==> src/rtl/alu_74181_pkg.sv <==
// Shared types for the 74181 command sequencer (state enum, nibble type, FIFO entry width).
// Latency: n/a (types and constants only).
// Backpressure: n/a. ALU_74181_AEQB_FLAG_EN widens each result entry with the A=B flag.
package alu_74181_pkg;

    localparam int NIBBLE_W = 4;

    typedef logic [NIBBLE_W-1:0] nibble_t;

    typedef enum logic [1:0] {
        LOAD_S = 2'd0,
        LOAD_A = 2'd1,
        LOAD_B = 2'd2,
        EXEC   = 2'd3
    } cmd_state_t;

`ifdef ALU_74181_AEQB_FLAG_EN
    // Result nibble plus the all-ones (A=B) flag in the MSB.
    localparam int ENTRY_W = NIBBLE_W + 1;
`else
    localparam int ENTRY_W = NIBBLE_W;
`endif

endpackage

==> src/rtl/alu_74181_result_fifo.sv <==
// Circular result buffer between the sequencer and the chip-level output handshake.
// Latency: entry visible at head_data the cycle after push (no fall-through).
// Backpressure: push accepted when not full or when popping the same cycle; pop on empty ignored.
module alu_74181_result_fifo #(
    parameter int RES_DEPTH = 2,
    parameter int ENTRY_W   = 4,
    parameter int CNT_W     = $clog2(RES_DEPTH) + 1
) (
    input  logic               clk,
    input  logic               rst_n,
    input  logic               push,
    input  logic [ENTRY_W-1:0] push_data,
    input  logic               pop,
    output logic [ENTRY_W-1:0] head_data,
    output logic [CNT_W-1:0]   count,
    output logic               full,
    output logic               empty
);

    localparam int PTR_W = $clog2(RES_DEPTH);

    logic [ENTRY_W-1:0] mem_q [RES_DEPTH];
    logic [PTR_W-1:0]   wr_ptr_q;
    logic [PTR_W-1:0]   rd_ptr_q;
    logic [CNT_W-1:0]   count_q;
    logic               do_pop;
    logic               do_push;

    assign full      = (count_q == CNT_W'(RES_DEPTH));
    assign empty     = (count_q == '0);
    assign count     = count_q;
    assign head_data = mem_q[rd_ptr_q];

    // A pop frees the head slot in the same cycle, so a full FIFO can still take a push.
    assign do_pop  = pop && !empty;
    assign do_push = push && (!full || do_pop);

    // Storage, pointers (wrap naturally since depth is a power of two) and occupancy.
    always_ff @(posedge clk) begin
        if (!rst_n) begin
            wr_ptr_q <= '0;
            rd_ptr_q <= '0;
            count_q  <= '0;
            for (int i = 0; i < RES_DEPTH; i++) begin
                mem_q[i] <= '0;
            end
        end else begin
            if (do_push) begin
                mem_q[wr_ptr_q] <= push_data;
                wr_ptr_q        <= wr_ptr_q + PTR_W'(1);
            end
            if (do_pop) begin
                rd_ptr_q <= rd_ptr_q + PTR_W'(1);
            end
            case ({do_push, do_pop})
                2'b10:   count_q <= count_q + CNT_W'(1);
                2'b01:   count_q <= count_q - CNT_W'(1);
                default: count_q <= count_q;
            endcase
        end
    end

endmodule

==> src/rtl/alu_74181_cmd_seq.sv <==
// Sequences S/A/B command beats into the 74181 logic unit and queues its results.
// Latency: result pushed one edge after the B beat is accepted; out_valid the cycle after.
// Backpressure: in_ready low in EXEC; EXEC stalls while the result FIFO is full. Optional port
// out_aeqb is enabled by ALU_74181_AEQB_FLAG_EN.
module alu_74181_cmd_seq
    import alu_74181_pkg::*;
#(
    parameter int RES_DEPTH = 2,
    parameter int CNT_W     = $clog2(RES_DEPTH) + 1
) (
    input  logic             clk,
    input  logic             rst_n,
    input  logic [3:0]       in_data,
    input  logic             in_valid,
    output logic             in_ready,
    input  logic             abort,
    output logic [3:0]       alu_s,
    output logic [3:0]       alu_a,
    output logic [3:0]       alu_b,
    input  logic [3:0]       alu_f,
    output logic [3:0]       out_data,
    output logic             out_valid,
    input  logic             out_ready,
    output logic             busy,
    output logic [CNT_W-1:0] res_count
`ifdef ALU_74181_AEQB_FLAG_EN
    ,
    output logic             out_aeqb
`endif
);

    cmd_state_t         state_q;
    nibble_t            s_q;
    nibble_t            a_q;
    nibble_t            b_q;
    logic               beat_acc;
    logic               pop;
    logic               exec_push;
    logic               fifo_full;
    logic               fifo_empty;
    logic [ENTRY_W-1:0] push_data;
    logic [ENTRY_W-1:0] head_data;

    assign alu_s = s_q;
    assign alu_a = a_q;
    assign alu_b = b_q;

    // abort blocks any beat so a partial command never half-loads a register.
    assign in_ready  = (state_q != EXEC) && !abort;
    assign beat_acc  = in_valid && in_ready;
    assign pop       = !fifo_empty && out_ready;
    assign exec_push = (state_q == EXEC) && !abort && (!fifo_full || pop);

`ifdef ALU_74181_AEQB_FLAG_EN
    assign push_data = {&alu_f, alu_f};
    assign out_aeqb  = head_data[NIBBLE_W];
`else
    assign push_data = alu_f;
`endif

    assign out_data  = head_data[NIBBLE_W-1:0];
    assign out_valid = !fifo_empty;
    assign busy      = (state_q != LOAD_S) || !fifo_empty;

    // Command FSM; operand registers hold through EXEC so alu_f stays stable during a stall.
    always_ff @(posedge clk) begin
        if (!rst_n) begin
            state_q <= LOAD_S;
            s_q     <= '0;
            a_q     <= '0;
            b_q     <= '0;
        end else if (abort) begin
            state_q <= LOAD_S;
        end else begin
            case (state_q)
                LOAD_S: if (beat_acc) begin
                    s_q     <= in_data;
                    state_q <= LOAD_A;
                end
                LOAD_A: if (beat_acc) begin
                    a_q     <= in_data;
                    state_q <= LOAD_B;
                end
                LOAD_B: if (beat_acc) begin
                    b_q     <= in_data;
                    state_q <= EXEC;
                end
                EXEC: if (exec_push) begin
                    state_q <= LOAD_S;
                end
                default: state_q <= LOAD_S;
            endcase
        end
    end

    alu_74181_result_fifo #(
        .RES_DEPTH (RES_DEPTH),
        .ENTRY_W   (ENTRY_W),
        .CNT_W     (CNT_W)
    ) u_res_fifo (
        .clk       (clk),
        .rst_n     (rst_n),
        .push      (exec_push),
        .push_data (push_data),
        .pop       (pop),
        .head_data (head_data),
        .count     (res_count),
        .full      (fifo_full),
        .empty     (fifo_empty)
    );

endmodule

==> config.mk <==
export PLATFORM = sky130hd
export DESIGN_NAME = alu_74181_cmd_seq
export DESIGN_NICKNAME = d
export VERILOG_FILES = /design/src/rtl/alu_74181_pkg.sv /design/src/rtl/alu_74181_result_fifo.sv /design/src/rtl/alu_74181_cmd_seq.sv
export SDC_FILE = /design/constraint.sdc
export NUM_CORES = 1
export LEC_CHECK = 0
export ABC_AREA = 1
export BUFFER_PORTS_ARGS = -buffer_cell sky130_fd_sc_hd__buf_2
export CORE_MARGIN = 2
export CORE_UTILIZATION = 50
export DETAILED_ROUTE_END_ITERATION = 12
export GPL_TIMING_DRIVEN = 0
export PLACE_DENSITY = 0.86
export SKIP_CTS_REPAIR_TIMING = 1
export SYNTH_ARGS = -nofsm -noshare
export SYNTH_HDL_FRONTEND = slang
export SYNTH_SLANG_ARGS = --single-unit
==> constraint.sdc <==
create_clock -name clk -period 1.7 [get_ports clk]
set_input_delay 0.17 -clock clk [delete_from_list [all_inputs] [get_ports clk]]
set_output_delay 0.17 -clock clk [all_outputs]
set_load 0.02 [all_outputs]
==> impl_metrics.csv <==
group,metric,value,unit
worst_hold_path,hold_class,"input port to flop",
synthesis,synth_mux_area_frac,0.0369,
final_layout,stdcell_area,1500,µm²
worst_setup_path,crit_path_max_fanout,4,
worst_setup_path,worstPathCellList,"ha_4 > inv_1 > nor2_2 > nand2_2 > ha_4 > nand2_1 > inv_1 > nor2_2 > nand2_1 > o21ai_1 > a21oi_1",
synthesis,mappedNetlistArea,1220,µm²
sta,finalCriticalPeriod,1600,ps
global_routing,overflow,0,
power,power,1.10,mW
flow_run,drv_cap,0,
worst_setup_path,crit_slowest_cell,"dfxtp_4",
final_layout,num-nets-final,201,
synthesis,avgSynthCellArea,8.54,µm²
worst_setup_path,crit_type,"flop to flop",
synthesis,synth-adder-area-share,0.0615,
synthesis,synth_warnings,0,
final_layout,diodes,0,
global_routing,grt_max_degree,15,
worst_setup_path,crit_path_end_kind,"flop",
clocking,clkLatencyLatePin,310,ps
synthesis,synth_top_family_by_area,"simple AND/OR/NAND/NOR gates",
final_layout,stdcell_count,209,
power,peakVddDrop,0.529,mV
status,status,"completed",
worst_setup_path,cp.required,1910,ps
clocking,cts_buffer_depth,2,
synthesis,yosys.area_share.simple,0.234,
power,cellPowerDensity,737,nW/µm²
place,dpl_cell_area,1420,µm²
place,portBuffers,32,
clocking,cts.sinks,27,
power,leakagePower,0.684,nW
final_layout,layout-drive-gt1-share,0.320,
place,dp_hpwl,1840,µm
synthesis,synthDistinctLibCells,20,
floorplanning,die_w,53.4,µm
clocking,clkSlewWorstSetupHoldPaths,130,ps
floorplanning,std_cell_rows,17,
sta,worst_slew_pin_slew,429,ps
synthesis,yosysTopAreaCell,"dfxtp_1",
global_routing,grt_use_met2,0.340,
final_layout,syn2layout_area_growth,22.4,%
place,gp_congestion,0.785,
drt,ant_nets,0,
synthesis,synth-seq-cells,27,
floorplanning,ios,34,
synthesis,ys_top_cells_by_area,"dfxtp_1, edfxtp_1, nand2_1",
floorplanning,fp.dieH,53.4,µm
sta,slew_headroom,0.714,
global_routing,antenna_found_initial,0,
synthesis,syn_nets,162,
final_layout,n_fill_cell,186,
global_routing,grt-busiest-layer,"met2",
clocking,cts_htree_levels,1,
synthesis,synth-seq-area-share,0.508,
sta,timing.final.ws_setup,102,ps
floorplanning,core,2250,µm²
global_routing,grtUsageTotal,0.190,
synthesis,synth-compound-area-share,0.0932,
global_routing,grt_pass1_wl,3970,µm
global_routing,met1_usage,0.228,
sta,skew,2.84,ps
worst_setup_path,startpoint_type,"flop",
clocking,root_buffer,"clkbuf_4",
global_routing,met3_usage,0.0282,
place,dp_cells,203,
sta,setup_viol,0,
drt,avgViaCountPerCell,4.96,
sta,slew_violations,0,
drt,drt_iter0_drc,24,
clocking,cts_inserted_buffers,3,
drt,drt-wirelength-per-cell,11.8,µm
floorplanning,start_util,0.542,
sta,fmax,626,MHz
sta,hold_viol,0,
worst_setup_path,max_stage_delay,400,ps
drt,vias,1036,
drt,wl,2470,µm
drt,first_pass_iters,4,
synthesis,synthCells,143,
synthesis,synthXorXnorAreaFrac,0,
sta,fin_crit_sh,0.940,
sta,whs,132,ps
synthesis,synth_top_area_frac,0.311,
drt,route.detailed.drc,0,
floorplanning,die_area,2850,µm²
global_routing,grt_pass1_vias,949,
worst_setup_path,cp.arrival,1810,ps
clocking,cts_tree,"done",
place,place_ws,-55.8,ps
[through the flow]
step                utilization  setup TNS (ps)
floorplan                     -               0
global placement          0.628               0
detailed placement        0.628           -55.8
CTS                       0.640           -69.5
global route              0.663           -13.6
finish                    0.663               0
[synthesized netlist by cell type]
| cell | instances |
|---|---|
| a21oi_1 | 18 |
| a21oi_2 | 1 |
| buf_2 | 1 |
| buf_6 | 1 |
| clkbuf_1 | 1 |
| clkinv_2 | 1 |
| dfxtp_1 | 19 |
| edfxtp_1 | 8 |
| ha_1 | 6 |
| inv_1 | 14 |
| inv_2 | 1 |
| mux2_2 | 4 |
| nand2_1 | 26 |
| nand2_2 | 3 |
| nand3_1 | 16 |
| nand3_2 | 1 |
| nand4_1 | 1 |
| nor2_1 | 16 |
| nor2_2 | 2 |
| o21ai_0 | 3 |
[layout by cell type, fill, tap and decap left out, types with 2 or more instances in the layout]
cell and instances:
buf_2 33, ha_1 4, dfxtp_4 2, edfxtp_1 8, dfxtp_1 17, ha_4 2
nor2_1 14, nand2_2 3, clkbuf_1 2, nand2_1 26, o21ai_0 2, mux2_2 4
inv_1 14, a21oi_1 18, nor2_2 4, clkbuf_4 3, nand3_1 16, buf_4 2
[critical path: cells and delay by family, from the launching register on]
kind | cells | cell delay, ps
compound gates | 2 | 190
fa+ha+maj | 2 | 340
buf+inv | 2 | 90
flops | 1 | 400
simple gates | 5 | 490
[layer usage]
layer / wire length [µm] / vias up
li1: - / 547
met1: 1050 / 464
met2: 1270 / 21
met3: 117 / 4
met4: 26 / 0
met5: 0 / -
[path summary, 6_finish.rpt]
check | slack (ps) | cells past startpoint | from | endpoint
setup / recovery | 100 | 11 | state_q[1] | u_res_fifo.count[1]
hold / removal | 130 | 3 | in_data[1] | alu_a[1]
hold reg to reg | 470 | 2 | alu_a[0] | alu_a[0]
setup reg to reg | 100 | 11 | state_q[1] | u_res_fifo.count[1]
[state kept, by name, indices dropped and copies added, names as in the netlist, named ones only]
register	flops
alu_a	4
u_res_fifo.rd_ptr_q	1
state_q	2
alu_b	4
alu_s	4
u_res_fifo.wr_ptr_q	1
u_res_fifo.mem_q	8
u_res_fifo.count	2
[kinds of logic (layout without fill, tap and decap cells)]
family | Yosys count | in the layout
AOI/OAI and AO/OA | 22 | 22
adders and majority gates | 6 | 6
buffers and inverters | 19 | 57
DFF | 27 | 27
muxes | 4 | 4
and+or+nand+nor | 65 | 65
[cell type report]
| class | count | area, µm² | share of cell area |
|---|---|---|---|
| inverter | 16 | 61.3 | 0.0410 |
| sequential | 27 | 628 | 0.420 |
| multi-input combinational | 97 | 549 | 0.367 |
| clock buffer | 4 | 26.3 | 0.0176 |
| tap | 28 | 35.0 | 0.0234 |
| timing repair buffer | 34 | 175 | 0.117 |
| buffer | 3 | 20.0 | 0.0134 |
[report_power, final]
| group | switching (mW) | internal [mW] |
|---|---|---|
| clock | 0.168 | 0.0917 |
| sequential | 0.0107 | 0.678 |
| combinational | 0.0964 | 0.0568 |
| total | 0.275 | 0.827 |
No activity file was read; power rests on OpenSTA's default activity.
